<file path="src/rtl/cla_pkg.sv">
// Shared symbol encodings and helpers for the CLA sum-resolve stage.
package cla_pkg;

  typedef logic [7:0] cla_sym_t;

  localparam cla_sym_t SYM_K = 8'h6B;
  localparam cla_sym_t SYM_P = 8'h70;
  localparam cla_sym_t SYM_G = 8'h67;

  function automatic logic is_legal_sym(input cla_sym_t s);
    return (s == SYM_K) || (s == SYM_P) || (s == SYM_G);
  endfunction

endpackage

</file>
<file path="src/rtl/cla_sym_classify.sv">
// Decodes one kpg symbol byte into generate / propagate / legal flags.
import cla_pkg::*;

module cla_sym_classify (
  input  logic [7:0] sym,
  output logic       is_g,
  output logic       is_p,
  output logic       legal
);

  assign is_g  = (sym == SYM_G);
  assign is_p  = (sym == SYM_P);
  assign legal = is_legal_sym(sym);

endmodule

</file>
<file path="src/rtl/cla_sum_resolve.sv">
// Final sum stage of the CLA: kpg/prefix vectors -> sum and carry-out, two-stage pipeline.
// Optional symbol fault checking is built when CLA_SYM_CHECK_EN is defined.
import cla_pkg::*;

module cla_sum_resolve #(
  parameter int WIDTH = 32
) (
  input  logic                   clk,
  input  logic                   rst_n,
  input  logic                   in_valid,
  output logic                   in_ready,
  input  logic [(WIDTH+1)*8-1:0] x,
  input  logic [(WIDTH+1)*8-1:0] y,
  output logic                   out_valid,
  input  logic                   out_ready,
  output logic [WIDTH-1:0]       sum,
  output logic                   cout,
  output logic                   sym_err
);

  logic [WIDTH:0]   x_g, x_p, x_l;
  logic [WIDTH:0]   y_g, y_p, y_l;
  logic [WIDTH-1:0] p_in, c_in;

  for (genvar i = 0; i <= WIDTH; i++) begin : g_cls
    cla_sym_classify u_x (
      .sym   (x[i*8 +: 8]),
      .is_g  (x_g[i]),
      .is_p  (x_p[i]),
      .legal (x_l[i])
    );
    cla_sym_classify u_y (
      .sym   (y[i*8 +: 8]),
      .is_g  (y_g[i]),
      .is_p  (y_p[i]),
      .legal (y_l[i])
    );
  end

  // Symbol i describes operand bit i-1; resolved y[i-1] is the carry into bit i-1.
  assign p_in = x_p[WIDTH:1];
  assign c_in = y_g[WIDTH-1:0];

  // Valid/ready: a transfer happens on any rising edge with valid && ready;
  // a stalled output (out_valid && !out_ready) keeps sum/cout/sym_err stable.
  logic             ready_en;
  logic             s1_valid;
  logic [WIDTH-1:0] s1_p, s1_c;
  logic             s1_co;
  logic             s2_free;

  assign s2_free  = !out_valid || out_ready;
  assign in_ready = ready_en && (!s1_valid || s2_free);

  always_ff @(posedge clk or negedge rst_n) begin
    if (!rst_n) begin
      ready_en  <= 1'b0;
      s1_valid  <= 1'b0;
      s1_p      <= '0;
      s1_c      <= '0;
      s1_co     <= 1'b0;
      out_valid <= 1'b0;
      sum       <= '0;
      cout      <= 1'b0;
    end else begin
      ready_en <= 1'b1;
      if (in_ready) s1_valid <= in_valid;
      if (in_ready && in_valid) begin
        s1_p  <= p_in;
        s1_c  <= c_in;
        s1_co <= y_g[WIDTH];
      end
      if (s2_free) out_valid <= s1_valid;
      if (s2_free && s1_valid) begin
        sum  <= s1_p ^ s1_c;
        cout <= s1_co;
      end
    end
  end

`ifdef CLA_SYM_CHECK_EN
  logic err_in;
  logic s1_err;
  logic unused_cls;

  // Unresolved carry, illegal byte anywhere, or a rewritten carry-in symbol.
  assign err_in     = (|y_p) | ~(&x_l) | ~(&y_l) | (y[7:0] != x[7:0]);
  assign unused_cls = ^{x_g, x_p[0]};

  always_ff @(posedge clk or negedge rst_n) begin
    if (!rst_n) begin
      s1_err  <= 1'b0;
      sym_err <= 1'b0;
    end else begin
      if (in_ready && in_valid) s1_err <= err_in;
      if (s2_free && s1_valid) sym_err <= s1_err;
    end
  end
`else
  logic unused_cls;

  assign unused_cls = ^{x_g, x_p[0], x_l, y_p, y_l};
  assign sym_err    = 1'b0;
`endif

endmodule

</file>
<file path="config.mk">
export PLATFORM = sky130hd
export DESIGN_NAME = cla_sum_resolve
export DESIGN_NICKNAME = d
export VERILOG_FILES = /design/src/rtl/cla_pkg.sv /design/src/rtl/cla_sym_classify.sv /design/src/rtl/cla_sum_resolve.sv
export SDC_FILE = /design/constraint.sdc
export NUM_CORES = 1
export LEC_CHECK = 0
export ABC_AREA = 1
export CAP_MARGIN = 40
export CORE_AREA = 2 2 218 220
export CTS_CLUSTER_DIAMETER = 80
export DETAILED_ROUTE_END_ITERATION = 7
export DIE_AREA = 0 0 220 222
export SLEW_MARGIN = 5
export SYNTH_ARGS = -nofsm -noshare
export SYNTH_HDL_FRONTEND = slang
export SYNTH_HIERARCHICAL = 1
export SYNTH_SLANG_ARGS = --single-unit
</file>
<file path="constraint.sdc">
create_clock -name clk -period 1 [get_ports clk]
set_input_delay 0.2 -clock clk [delete_from_list [all_inputs] [get_ports clk]]
set_output_delay 0.2 -clock clk [all_outputs]
set_load 0.005 [all_outputs]
</file>
* After elaboration in Yosys (flattened, before gate mapping)
Cells that the tools add are included. Widths: inputs -> output; s select.
Operators by class: equal/unequal tests 65, bitwise logic cells 1, reductions and logical operators 7
Operator list (count):
- $eq 8x7->1 const B | 65
- $xor 32x32->32 | 1
- $logic_and 1x1->1 | 3
- $logic_not 1->1 | 2
- $logic_or 1x1->1 | 2
Word-level totals: register bits after elaboration 101, bits of input ports 532, output and inout bits 36, word-level logic and storage cells 81

* Depth between registers and ports, before layout
word-level depth 5, gate-level depth with buffers 7, mapped depth without buffers 7

* By module
Netlist, hierarchy kept.
By module, submodules not included:
- cla_sym_classify | times used 65, cells each 25, area each 117.6 µm², sequential area each 0.0 µm²
- cla_sum_resolve | times used 1, cells each 443, area each 4265.3 µm², sequential area each 2527.4 µm²

* Worst setup path after synthesis
No wires, ideal clock.
path type reg-to-reg, start point register out_valid, end point register sum[0], library setup time 133 ps, arrival time 980 ps, required time 867 ps, slack -113 ps, cell stages (with the launch flop) 7, path buffers 2, period minus slack after synthesis 1113 ps, cells stage by stage dfrtp_1 > nand2_1 > nand2_1 > buf_4 > buf_2 > nand2_1 > o21ai_0
On the way: longest elaborated chain between the ends 3
RTL lines:
- start: declaration | line cla_sum_resolve.sv:14 | output logic out_valid,
- start signal: assignment | line cla_sum_resolve.sv:73 | if (s2_free) out_valid <= s1_valid;
- $logic_not 1->1 | line cla_sum_resolve.sv:52 | assign s2_free = !out_valid || out_ready;
- $logic_or 1x1->1 | line cla_sum_resolve.sv:52
- $logic_and 1x1->1 | line cla_sum_resolve.sv:74 | if (s2_free && s1_valid) begin
- end signal: assignment | line cla_sum_resolve.sv:75 | sum <= s1_p ^ s1_c;
- end: declaration | line cla_sum_resolve.sv:16 | output logic [WIDTH-1:0] sum,
No other way between the ends. A chain may end at the register's enable or synchronous reset.

* Final worst setup path
start point register out_valid, end point register s1_c[5]
On the way: longest elaborated chain between the ends 5
RTL lines:
- $logic_not 1->1 | line cla_sum_resolve.sv:52
- $logic_or 1x1->1 | line cla_sum_resolve.sv:52
- $logic_or 1x1->1 | line cla_sum_resolve.sv:53 | assign in_ready = ready_en && (!s1_valid || s2_free);
- $logic_and 1x1->1 | line cla_sum_resolve.sv:53
- $logic_and 1x1->1 | line cla_sum_resolve.sv:68 | if (in_ready && in_valid) begin
- end signal: assignment | line cla_sum_resolve.sv:70 | s1_c <= c_in;
- end: declaration | line cla_sum_resolve.sv:48 | logic [WIDTH-1:0] s1_p, s1_c;
No other way between the ends.

==> impl_results.md <==
* Status: finished, violations left
* Failing checks: setup timing
* Worst setup margin at -0.422 ns
* FF-to-FF End: s1_c[5]$_DFFE_PN0P_
* Post-route ant nets at 0
* Sw power at 3.48 mW
* Clk_lat worst skew at 0.37 ns
* Average size of a mapped cell at 6.42 um^2
* Number of global-route vias before repair at 9,289
* Worst setup EP type: register
* Die ar. at 0.0488 mm^2
* H-tree Lvls at 3
* # fillers at 4,952
* CTS Sinks at 101
* Fin cells at 2,444
* Starting density of the core at 0.170
* Hold Crit Class: primary input to async pin
* Layout area overhead at 95.3%
* YS warnings at 6
* Critical path destination: s1_c[5]$_DFFE_PN0P_
* CTS root buf: clkbuf_16
* Antenna violations before repair at 0
* Max Slew Vio Count at 0
* Most frequent cells in the layout: 521 x clkdlybuf4s50_1, 318 x nand2_1, 260 x inv_1
* Tcrit/Tclk final at 1.42
* Hold Vio Cnt, Final at 0
* First-pass GRT wire length at 49,400 um
* Core area at 0.0463 mm^2
* Startpoint types: register
* Grt ovf at 0
* Commonest non-fill, non-tap cell in the layout: clkdlybuf4s50_1
* Worst hold margin at 0.207 ns
* WP data arrival at 1.68 ns
* GPL Wtd Cong at 0.817
* Die height at 222 um
* Drt drc at 0
* Maximum fanout along the worst path at 15
* TritonCTS clock tree: built
* Antenna diodes at 0
* Lkg Pwr at 7.85 nW
* Worst path required time at 1.26 ns
* Mapped Area at 0.00785 mm^2
* Gr usage total at 0.134
* Port buffer count at 558
* Sequential Power Share at 0.343
* Multi-input logic area at 0.00414 mm^2
* Internal power at 8.68 mW
* Total CTS buffers at 9
* Pwr dens at 793 mW/mm^2
* Setup Skew at 0.00569 ns
* Critical Path Start: out_valid$_DFFE_PN0P_
* I/O pin count at 568
* Die width at 220 um
* # nets final at 2,364
* R2R Setup Slk at -0.42 ns
* Worst Reg-to-Reg Cells at 9
* DR iter-0 viols at 263
* F_max at 703 MHz
* Synth Instances at 1,222
* Crit Reg-Reg Startpoint: out_valid$_DFFE_PN0P_
* Dpl cells at 2,388
* Post-Route Utilization at 0.331
* Register Area at 0.00253 mm^2
* Final setup fails at 135
* RSZ-0062 raised after global routing: yes
* Detailed-route via count at 9,021
* Switch share at 0.286
* Critical path type: register to register
* WL final at 33,400 um
* Clk network pwr share at 0.283
* Routed vias/inst at 3.69
* Post-Syn Nets at 1,754
* Worst-path clk slew at 0.07 ns
* Max-Cap Viols at 0
* Max VDD drop at 0.000565 V
* DRT Pass-1 Iters at 4
* Gate power share at 0.374
* WL/cell at 13.7 um
* Share of cells above drive strength 1 at 0.247
* Worst-case clock buffer depth at 2
* Pwr Total at 12.2 mW
* Largest net degree at the start of global routing at 49
* Final min period at 1.42 ns
* Post-detail-place hpwl at 26,300 um
* Standard-cell rows at 79
[flip-flops by register name, indices dropped and copies added, names as in the netlist]
register and count:
cout 1, out_valid 1, ready_en 1, s1_c 32, s1_co 1, s1_p 32
s1_valid 1, sum 32
[per-stage QoR]
| step | setup TNS, ns | instance area [um^2] | setup WS [ns] |
|---|---|---|---|
| after floorplan | -3.30 | 7890 | -0.0523 |
| after detailed placement | -55.24 | 14400 | -0.703 |
| final | -40.12 | 15300 | -0.422 |
| after CTS | -41.59 | 15100 | -0.423 |
| after global routing | -48.36 | 15300 | -0.493 |
| after global placement | -55.19 | 14400 | -0.703 |
[power by group through the flow]
stage | Sequential, mW | Clock, mW | Combinational [mW]
5_1_grt | 4.18 | 3.77 | 4.92
4_1_cts | 4.17 | 3.62 | 4.56
3_3_place_gp | 4.25 | 0 | 3.74
2_1_floorplan | 4.25 | 0 | 1.13
3_5_place_dp | 4.25 | 0 | 3.78
6_report | 4.17 | 3.44 | 4.55
[cell type report]
type | instances | area share
multi-input combinational | 760 | 0.270
timing repair buffer | 634 | 0.418
clock inverter | 6 | 0.00302
clock buffer | 10 | 0.0149
tap | 607 | 0.0495
inverter | 326 | 0.0798
sequential | 101 | 0.165
[how the worst min path moves through the flow]
stage,startpoint,end,depth (start not counted)
final,rst_n,sum[11]$_DFFE_PN0P_,2
after global routing,rst_n,sum[14]$_DFFE_PN0P_,2
after CTS,rst_n,sum[11]$_DFFE_PN0P_,2
after detailed placement,rst_n,sum[11]$_DFFE_PN0P_,1
after global placement,rst_n,sum[11]$_DFFE_PN0P_,1
after floorplan,rst_n,cout$_DFFE_PN0P_,0
[layer usage]
layer / track usage / share of wire
met1: 0.140 / 0.36
met2: 0.259 / 0.54
met3: 0.0361 / 0.082
met4: 0.0336 / 0.015
met5: 0 / 0
[worst max-delay path, cell delays in order, from the launching register on]
cell and delay, ns:
dfrtp_1 0.39, buf_6 0.12, nand3_4 0.06, buf_6 0.11
buf_6 0.10, nand3_4 0.08, buf_12 0.16, buf_12 0.15
nand2_1 0.06, nand2_1 0.05
[timing repair]
action / in CTS / in global routing
endpoints found under the setup margin: 135 / 135
pin swaps: 3 / 8
buffers inserted: 19 / 8
cloned: 12 / 1
hold buffers: 1 / 0
hold endpoints to repair: 101 / 0
resized for setup: 189 / 44
No activity file was read; power rests on OpenSTA's default activity.
